**src/rtl/hazard_pkg.sv**
```systemverilog
// Shared encodings for the pipeline hazard controller: forward selects,
// multi-cycle FSM state type and counter widths.
package hazard_pkg;

   localparam logic [1:0] FWD_RF = 2'b00;
   localparam logic [1:0] FWD_W  = 2'b01;
   localparam logic [1:0] FWD_M  = 2'b10;

   localparam int MC_CNT_W   = 8;
   localparam int PERF_CNT_W = 32;

   typedef logic [1:0] mc_state_t;

   localparam mc_state_t MC_IDLE = 2'd0;
   localparam mc_state_t MC_BUSY = 2'd1;
   localparam mc_state_t MC_DONE = 2'd2;

   // Memory stage wins over writeback; the PC is never forwarded.
   function automatic logic [1:0] fwd_sel(input logic hit_m,
                                          input logic hit_w,
                                          input logic is_pc);
      if (is_pc)      return FWD_RF;
      else if (hit_m) return FWD_M;
      else if (hit_w) return FWD_W;
      else            return FWD_RF;
   endfunction

endpackage

```
**src/rtl/mc_stall_ctrl.sv**
```systemverilog
// Multi-cycle MUL/DIV sequencer: holds the pipeline for exactly LAT cycles
// and flags the single result-valid cycle.
//
//   state   | meaning
//   --------+-----------------------------------------------
//   IDLE    | no op in flight; a StartE without branch launches one
//   BUSY    | op executing, cnt counts down to 1
//   DONE    | result valid this cycle, StartE of same op ignored
module mc_stall_ctrl
   import hazard_pkg::*;
#(
   parameter int MUL_LAT = 3,
   parameter int DIV_LAT = 16
) (
   input  logic CLK,
   input  logic RESETn,
   input  logic StartE,
   input  logic McOpE,
   input  logic PCSrcE,
   output logic McStall,
   output logic McBusy,
   output logic McDoneE
);

   localparam logic [MC_CNT_W-1:0] MUL_CNT0 = MC_CNT_W'(MUL_LAT - 1);
   localparam logic [MC_CNT_W-1:0] DIV_CNT0 = MC_CNT_W'(DIV_LAT - 1);

   mc_state_t             state_q, state_d;
   logic [MC_CNT_W-1:0]   cnt_q, cnt_d;
   logic                  launch;
   logic                  lat_multi;

   assign launch    = (state_q == MC_IDLE) & StartE & ~PCSrcE;
   assign lat_multi = McOpE ? (DIV_LAT > 1) : (MUL_LAT > 1);

   always_comb begin
      state_d = state_q;
      cnt_d   = cnt_q;
      case (state_q)
         MC_IDLE: begin
            if (launch) begin
               cnt_d   = McOpE ? DIV_CNT0 : MUL_CNT0;
               state_d = lat_multi ? MC_BUSY : MC_DONE;
            end
         end
         MC_BUSY: begin
            cnt_d = cnt_q - {{(MC_CNT_W-1){1'b0}}, 1'b1};
            if (cnt_q == {{(MC_CNT_W-1){1'b0}}, 1'b1}) state_d = MC_DONE;
         end
         MC_DONE: state_d = MC_IDLE;
         default: begin
            state_d = MC_IDLE;
            cnt_d   = '0;
         end
      endcase
   end

   always_ff @(posedge CLK or negedge RESETn) begin
      if (!RESETn) begin
         state_q <= MC_IDLE;
         cnt_q   <= '0;
      end else begin
         state_q <= state_d;
         cnt_q   <= cnt_d;
      end
   end

   assign McStall = launch | (state_q == MC_BUSY);
   assign McBusy  = (state_q != MC_IDLE);
   assign McDoneE = (state_q == MC_DONE);

endmodule

```
**src/rtl/hazard_mc.sv**
```systemverilog
// Pipeline hazard unit: operand forwarding, load-use and multi-cycle stalls,
// branch flushes. Define HAZARD_MC_PERF_EN to add stall/flush counters.
module hazard_mc
   import hazard_pkg::*;
#(
   parameter int RAW     = 4,
   parameter int PC_IDX  = 15,
   parameter int MUL_LAT = 3,
   parameter int DIV_LAT = 16
) (
   input  logic           CLK,
   input  logic           RESETn,
   input  logic [RAW-1:0] RA1D,
   input  logic [RAW-1:0] RA2D,
   input  logic [RAW-1:0] RA1E,
   input  logic [RAW-1:0] RA2E,
   input  logic [RAW-1:0] WA3E,
   input  logic           MemtoRegE,
   input  logic           RegWriteE,
   input  logic           PCSrcE,
   input  logic           StartE,
   input  logic           McOpE,
   input  logic [RAW-1:0] WA3M,
   input  logic [RAW-1:0] RA2M,
   input  logic           RegWriteM,
   input  logic           MemWriteM,
   input  logic [RAW-1:0] WA3W,
   input  logic           RegWriteW,
   input  logic           MemtoRegW,
   output logic [1:0]     ForwardAE,
   output logic [1:0]     ForwardBE,
   output logic           ForwardM,
   output logic           StallF,
   output logic           StallD,
   output logic           StallE,
   output logic           FlushD,
   output logic           FlushE,
   output logic           FlushM,
   output logic           McBusy,
`ifdef HAZARD_MC_PERF_EN
   output logic [PERF_CNT_W-1:0] StallCnt,
   output logic [PERF_CNT_W-1:0] FlushCnt,
`endif
   output logic           McDoneE
);

   localparam logic [RAW-1:0] PC_A = RAW'(PC_IDX);

   logic ld_stall;
   logic mc_stall;

   assign ForwardAE = fwd_sel((RA1E == WA3M) & RegWriteM,
                              (RA1E == WA3W) & RegWriteW,
                              (RA1E == PC_A));
   assign ForwardBE = fwd_sel((RA2E == WA3M) & RegWriteM,
                              (RA2E == WA3W) & RegWriteW,
                              (RA2E == PC_A));

   assign ForwardM = (RA2M == WA3W) & MemWriteM & MemtoRegW & RegWriteW
                     & (RA2M != PC_A);

   assign ld_stall = ((RA1D == WA3E) | (RA2D == WA3E)) & MemtoRegE & RegWriteE;

   mc_stall_ctrl #(
      .MUL_LAT (MUL_LAT),
      .DIV_LAT (DIV_LAT)
   ) u_mc (
      .CLK     (CLK),
      .RESETn  (RESETn),
      .StartE  (StartE),
      .McOpE   (McOpE),
      .PCSrcE  (PCSrcE),
      .McStall (mc_stall),
      .McBusy  (McBusy),
      .McDoneE (McDoneE)
   );

   assign StallF = ld_stall | mc_stall;
   assign StallD = ld_stall | mc_stall;
   assign StallE = mc_stall;
   assign FlushM = mc_stall;
   assign FlushD = PCSrcE;
   // A stalled multi-cycle op must stay in E, so the load-use bubble yields.
   assign FlushE = PCSrcE | (ld_stall & ~mc_stall);

`ifdef HAZARD_MC_PERF_EN
   logic [PERF_CNT_W-1:0] stall_cnt_q, flush_cnt_q;

   always_ff @(posedge CLK or negedge RESETn) begin
      if (!RESETn) begin
         stall_cnt_q <= '0;
         flush_cnt_q <= '0;
      end else begin
         if (StallD) stall_cnt_q <= stall_cnt_q + {{(PERF_CNT_W-1){1'b0}}, 1'b1};
         if (FlushE) flush_cnt_q <= flush_cnt_q + {{(PERF_CNT_W-1){1'b0}}, 1'b1};
      end
   end

   assign StallCnt = stall_cnt_q;
   assign FlushCnt = flush_cnt_q;
`endif

endmodule

```
**config.mk**
```make
export PLATFORM = sky130hd
export DESIGN_NAME = hazard_mc
export DESIGN_NICKNAME = d
export VERILOG_FILES = /design/src/rtl/hazard_pkg.sv /design/src/rtl/mc_stall_ctrl.sv /design/src/rtl/hazard_mc.sv
export SDC_FILE = /design/constraint.sdc
export NUM_CORES = 1
export LEC_CHECK = 0
export BUFFER_PORTS_ARGS = -buffer_cell sky130_fd_sc_hd__buf_2
export CORE_ASPECT_RATIO = 0.9
export CORE_MARGIN = 2
export CORE_UTILIZATION = 35
export DETAILED_ROUTE_END_ITERATION = 12
export PLACE_DENSITY = 0.66
export SYNTH_ARGS = -nofsm -noshare
export SYNTH_HDL_FRONTEND = slang
export SYNTH_HIERARCHICAL = 1
export SYNTH_SLANG_ARGS = --single-unit
```
**constraint.sdc**
```tcl
create_clock -name CLK -period 3.5 [get_ports CLK]
set_clock_uncertainty 0.1 [all_clocks]
set_input_delay 1.05 -clock CLK [delete_from_list [all_inputs] [get_ports CLK]]
set_output_delay 1.05 -clock CLK [all_outputs]
set_load 0.05 [all_outputs]
```
# After elaboration in Yosys (flattened, before gate mapping)
# Cells that the tools add are included.
# totals
ff_bits	10
output_inout_bits	13
# classes
add_sub_neg	1
eq_ne	15
muxes	12
bitwise	20
reduce_logical	4
# op_table
operator	count
== test 4 bit	7
case mux 8 bit (3 select lines)	1
bitwise AND 1 bit	13
2-to-1 mux 2 bit	6
== test 4 bit (second input constant)	2
== test 8 x 1 -> 1 bit (second input constant)	1
2-to-1 mux 8 bit	1
subtractor 8 x 1 -> 8 bit (second input constant)	1
2-to-1 mux 4 bit	1
inequality test 2 x 1 -> 1 bit (second input constant)	2
inequality test 4 bit (second input constant)	1
bitwise OR 1 bit	4
case mux 2 bit (2 select lines)	1
AND reduction 2 bit	2
NOT 1 bit	3
== test 2 x 1 -> 1 bit (second input constant)	1
== test 2 bit (second input constant)	1
zero test 2 bit	1
2-to-1 mux 1 bit	2
nonzero test 2 bit	1

# Depth between registers and ports, before layout
# depth
ltp_word	7
depth_mapped	5

# Modules after synthesis
# Netlist, hierarchy kept.
# by_module_without_submodules
module	n_inst	cells_per_inst	area_each_um2	seq_area_each_um2
mc_stall_ctrl	1	60	586.8	250.2
hazard_mc	1	58	422.9	0.0

# Least setup slack after synthesis
# Ideal clock, no wire load.
# synth_path
kind	input-to-output
from	input port RA2M[0]
to	output port ForwardM
arrival_ps	3020
slack_ps	-670
stages	3
path_buffers	0
path_cell_list	inv_1 > a222oi_1 > nor4b_1
# synth_between
elab_chain_cells	5
word_cells_on_any_way	6
cone_classes	eq/ne (2); bitwise (4)
# synth_lines
item	line	rtl
start, declared	hazard_mc.sv:24	input logic [RAW-1:0] RA2M,
== test 4 bit	hazard_mc.sv:59	assign ForwardM = (RA2M == WA3W) & MemWriteM & MemtoRegW & RegWriteW
bitwise AND 1 bit (3 in a row)	hazard_mc.sv:59	
bitwise AND 1 bit *	hazard_mc.sv:60	& (RA2M != PC_A);
end, declared	hazard_mc.sv:32	output logic ForwardM,
# Mark *: on every way between the ends. The rest lies on a longest branch, timed or not.

# Worst setup path after layout
# layout_path
from	input port WA3E[2]
to	output port FlushE
# layout_between
elab_chain_cells	6
word_cells_on_any_way	7
cone_classes	eq/ne (2); bitwise (5)
# layout_lines
item	line	rtl
start, declared	hazard_mc.sv:17	input logic [RAW-1:0] WA3E,
== test 4 bit	hazard_mc.sv:62	assign ld_stall = ((RA1D == WA3E) | (RA2D == WA3E)) & MemtoRegE & RegWriteE;
bitwise OR 1 bit *	hazard_mc.sv:62	
bitwise AND 1 bit * (2 in a row)	hazard_mc.sv:62	
bitwise AND 1 bit *	hazard_mc.sv:84	assign FlushE = PCSrcE | (ld_stall & ~mc_stall);
bitwise OR 1 bit *	hazard_mc.sv:84	
end, declared	hazard_mc.sv:37	output logic FlushE,
# Marks and branches as above.

==> impl_metrics.toml <==
[outcome]
status = "complete, no violations"

[routing]
first_iter_violations = 35
wirelength_mm = 2.73
wire_per_inst_um = 12.8
viasPerCell = 5.09
drc = 0
drt_pre_antenna_iters = 5
vias = 1084
ant_nets = 0

[worst_setup_path]
regToRegStartpoint = "u_mc/state_q[0]"
rr_worst_depth = 4
critPathMaxStageDelay_ns = 0.44
reg2reg_slack_ns = 1.77
start_kind = "primary input"
rr_endpoint = "u_mc/cnt_q[3]"
path_cells = "buf_2, xor2_1, o41ai_2, a41o_1, buf_2"
cp_top_family = "compound AO/OA/AOI/OAI gates"
cpMostUsedCell = "buf_2"
cp_slowest_cell = "o41ai_2"
critical_path_buf_inv_count = 2
critPathCaptureType = "primary output"
worstPathRequired_ns = 2.35
critPathKind = "in2out"
cp.arrival_ns = 2.25
crit_fanout = 2

[timing]
max_freq_ghz = 0.294
slew_headroom_pct = 63.5
tns_ns = 0
post-route-period-util_pct = 97.1
maxSlewViolCount = 0
grt_setup_unrepaired = "no"
timing.hold.ws_ns = 0.387
min_period_ns = 3.40
layout_setup_ws_ns = 0.102
finalHoldViolCount = 0
finalSetupViolCount = 0
worstMarginPinSlew_ns = 0.544

[final_layout]
layout_common_cells = "buf_2, xnor2_1, inv_1, xor2_1, dfrtp_1"
fill_cells = 296
fin_cells = 213
num-nets-final = 220
drive_gt1_share_pct = 40.5
mostFrequentLayoutCell = "buf_2"
area_growth_syn_to_layout_pct = 35.9
n_antenna_cell = 0

[cts]
cts_tree = "done"
clkSlewWorstSetupHoldPaths_ns = 0.06
cts.path.max_buffers = 2
numCtsBuffers = 3
ctsHoldBuffers = 0
post_cts_resized = 0
cts_root_buf = "clkbuf_4"
post_cts_buffers = 0
clock-sinks = 10
clk_latency_ns = 0.26
cts_max_level = 1

[yosys]
synth_cells = 118
synth_top_area_share_pct = 24.8
yosys.area.top_type = "dfrtp_1"
yosysWarningCount = 6
synth_area_mm2 = 0.00101
yosysUniqueCellTypes = 42
ys_ff_latch = 10
synth_fp_nets = 163
ys_seq_area_share_pct = 24.8
netlist_top_cells_area = "dfrtp_1, xnor2_1, xor2_1, inv_1, nand3_1"
avgSynthCellArea_um2 = 8.56

[power_and_ir_drop]
power.total_w = 0.000617
peakVddDrop_uv = 195
power.density_mw_per_mm2 = 449
p_leak_nw = 0.643

[global_routing]
grt_max_degree = 12
grt_pass1_vias = 1034
grt_overflow = 0
grt_pass1_wl_mm = 4.33
grt_use_total_pct = 17.4
antenna_found_initial = 0

[floorplan]
die_x_um = 60.6
initial_core_util_pct = 36.7
die-area_mm2 = 0.00333
io_pins = 56
rows = 18
die_height_um = 55.0
fp.coreArea_mm2 = 0.00275

[min_path]
hold_end = "u_mc/cnt_q[6]"
hold_path_depth = 1
hp-start = "u_mc/cnt_q[6]"
hold_class = "reg2reg"

[place]
dp_hpwl_mm = 2.33
place_ws_ns = 0.104
portBuffers = 55
dpl.cell_count = 210
place.gp.congestion = 0.816

[run]
maxCapViolations = 0
-- routing by layer --
metal  wire (um)  track usage [%]
met5           0                0
met4           0             1.81
met3         189             5.12
met2        1350             32.6
met1        1190             20.5
-- synth_stat cells --
cell type and n:
a22oi_1 1, buf_2 1, nand2_1 5, a22o_1 1
a222oi_1 1, o22ai_1 1, a21oi_1 1, nor3b_1 2
or4_4 1, nor3_1 4, o21ai_0 2, buf_4 3
dfrtp_1 10, nor4_1 2, or4b_1 1, nand2b_1 1
inv_1 12, o2bb2ai_1 1, or2_2 1, xnor2_1 14
a31o_2 2, o211ai_1 1, nor4b_1 1, a211o_1 1
nor2_1 3, nand3b_1 1, nand4_1 4, o221ai_1 3
a31oi_1 3, o31a_1 1, a41o_1 1, o21a_1 4
o41ai_2 1, a41oi_1 1, clkbuf_2 1, nand3_1 6
and2_1 1, xor2_1 11, nor2b_1 3, nor4b_2 1
or3_1 1, ha_1 2
-- through the flow --
step / instance area, um2 / utilization [%]
5_1_grt: 1370 / 50.0
6_report: 1370 / 50.0
3_3_place_gp: 1350 / 49.1
2_1_floorplan: 1040 / -
4_1_cts: 1370 / 50.0
3_5_place_dp: 1350 / 49.1
-- cell families (layout without fill, tap and decap cells) --
group                      Yosys count  count (layout)  share of synthesized area [%]
xor gates and xnor gates            25              25                           21.7
DFF                                 10              10                           24.8
buffers and inverters               17              72                           7.68
and+or+nand+nor                     38              38                           22.7
AOI/OAI and AO/OA                   26              26                           20.7
adders and majority gates            2               2                           2.48
-- state kept, by name (all words and copies together) (netlist names) --
signal and flops:
u_mc/state_q 2, u_mc/cnt_q 8
-- report_power, final --
group | internal (W) | switching, W
Clock | 0.0000396 | 0.0000359
Combinational | 0.000145 | 0.000175
Sequential | 0.000166 | 0.0000549
-- area by class of cell --
type	count	area [um2]	share of cell area (%)
inverters	12	45.0	3.28
well taps	40	50.0	3.65
clock buffers	3	22.5	1.64
repair buffers	57	290	21.1
multi-input cells	91	714	52.1
flip-flops and latches	10	250	18.2
-- how the worst max path moves through the flow --
stage	start	endpoint	slack, ns	cells after the start
floorplan	RA2M[0]	ForwardM	0.03	3
global placement	WA3E[2]	FlushE	0.11	5
detailed placement	WA3E[2]	FlushE	0.10	5
CTS	WA3E[2]	FlushE	0.08	5
global route	WA3E[2]	FlushE	0.05	5
finish	WA3E[2]	FlushE	0.10	5
No activity file was read; power rests on OpenSTA's default activity.
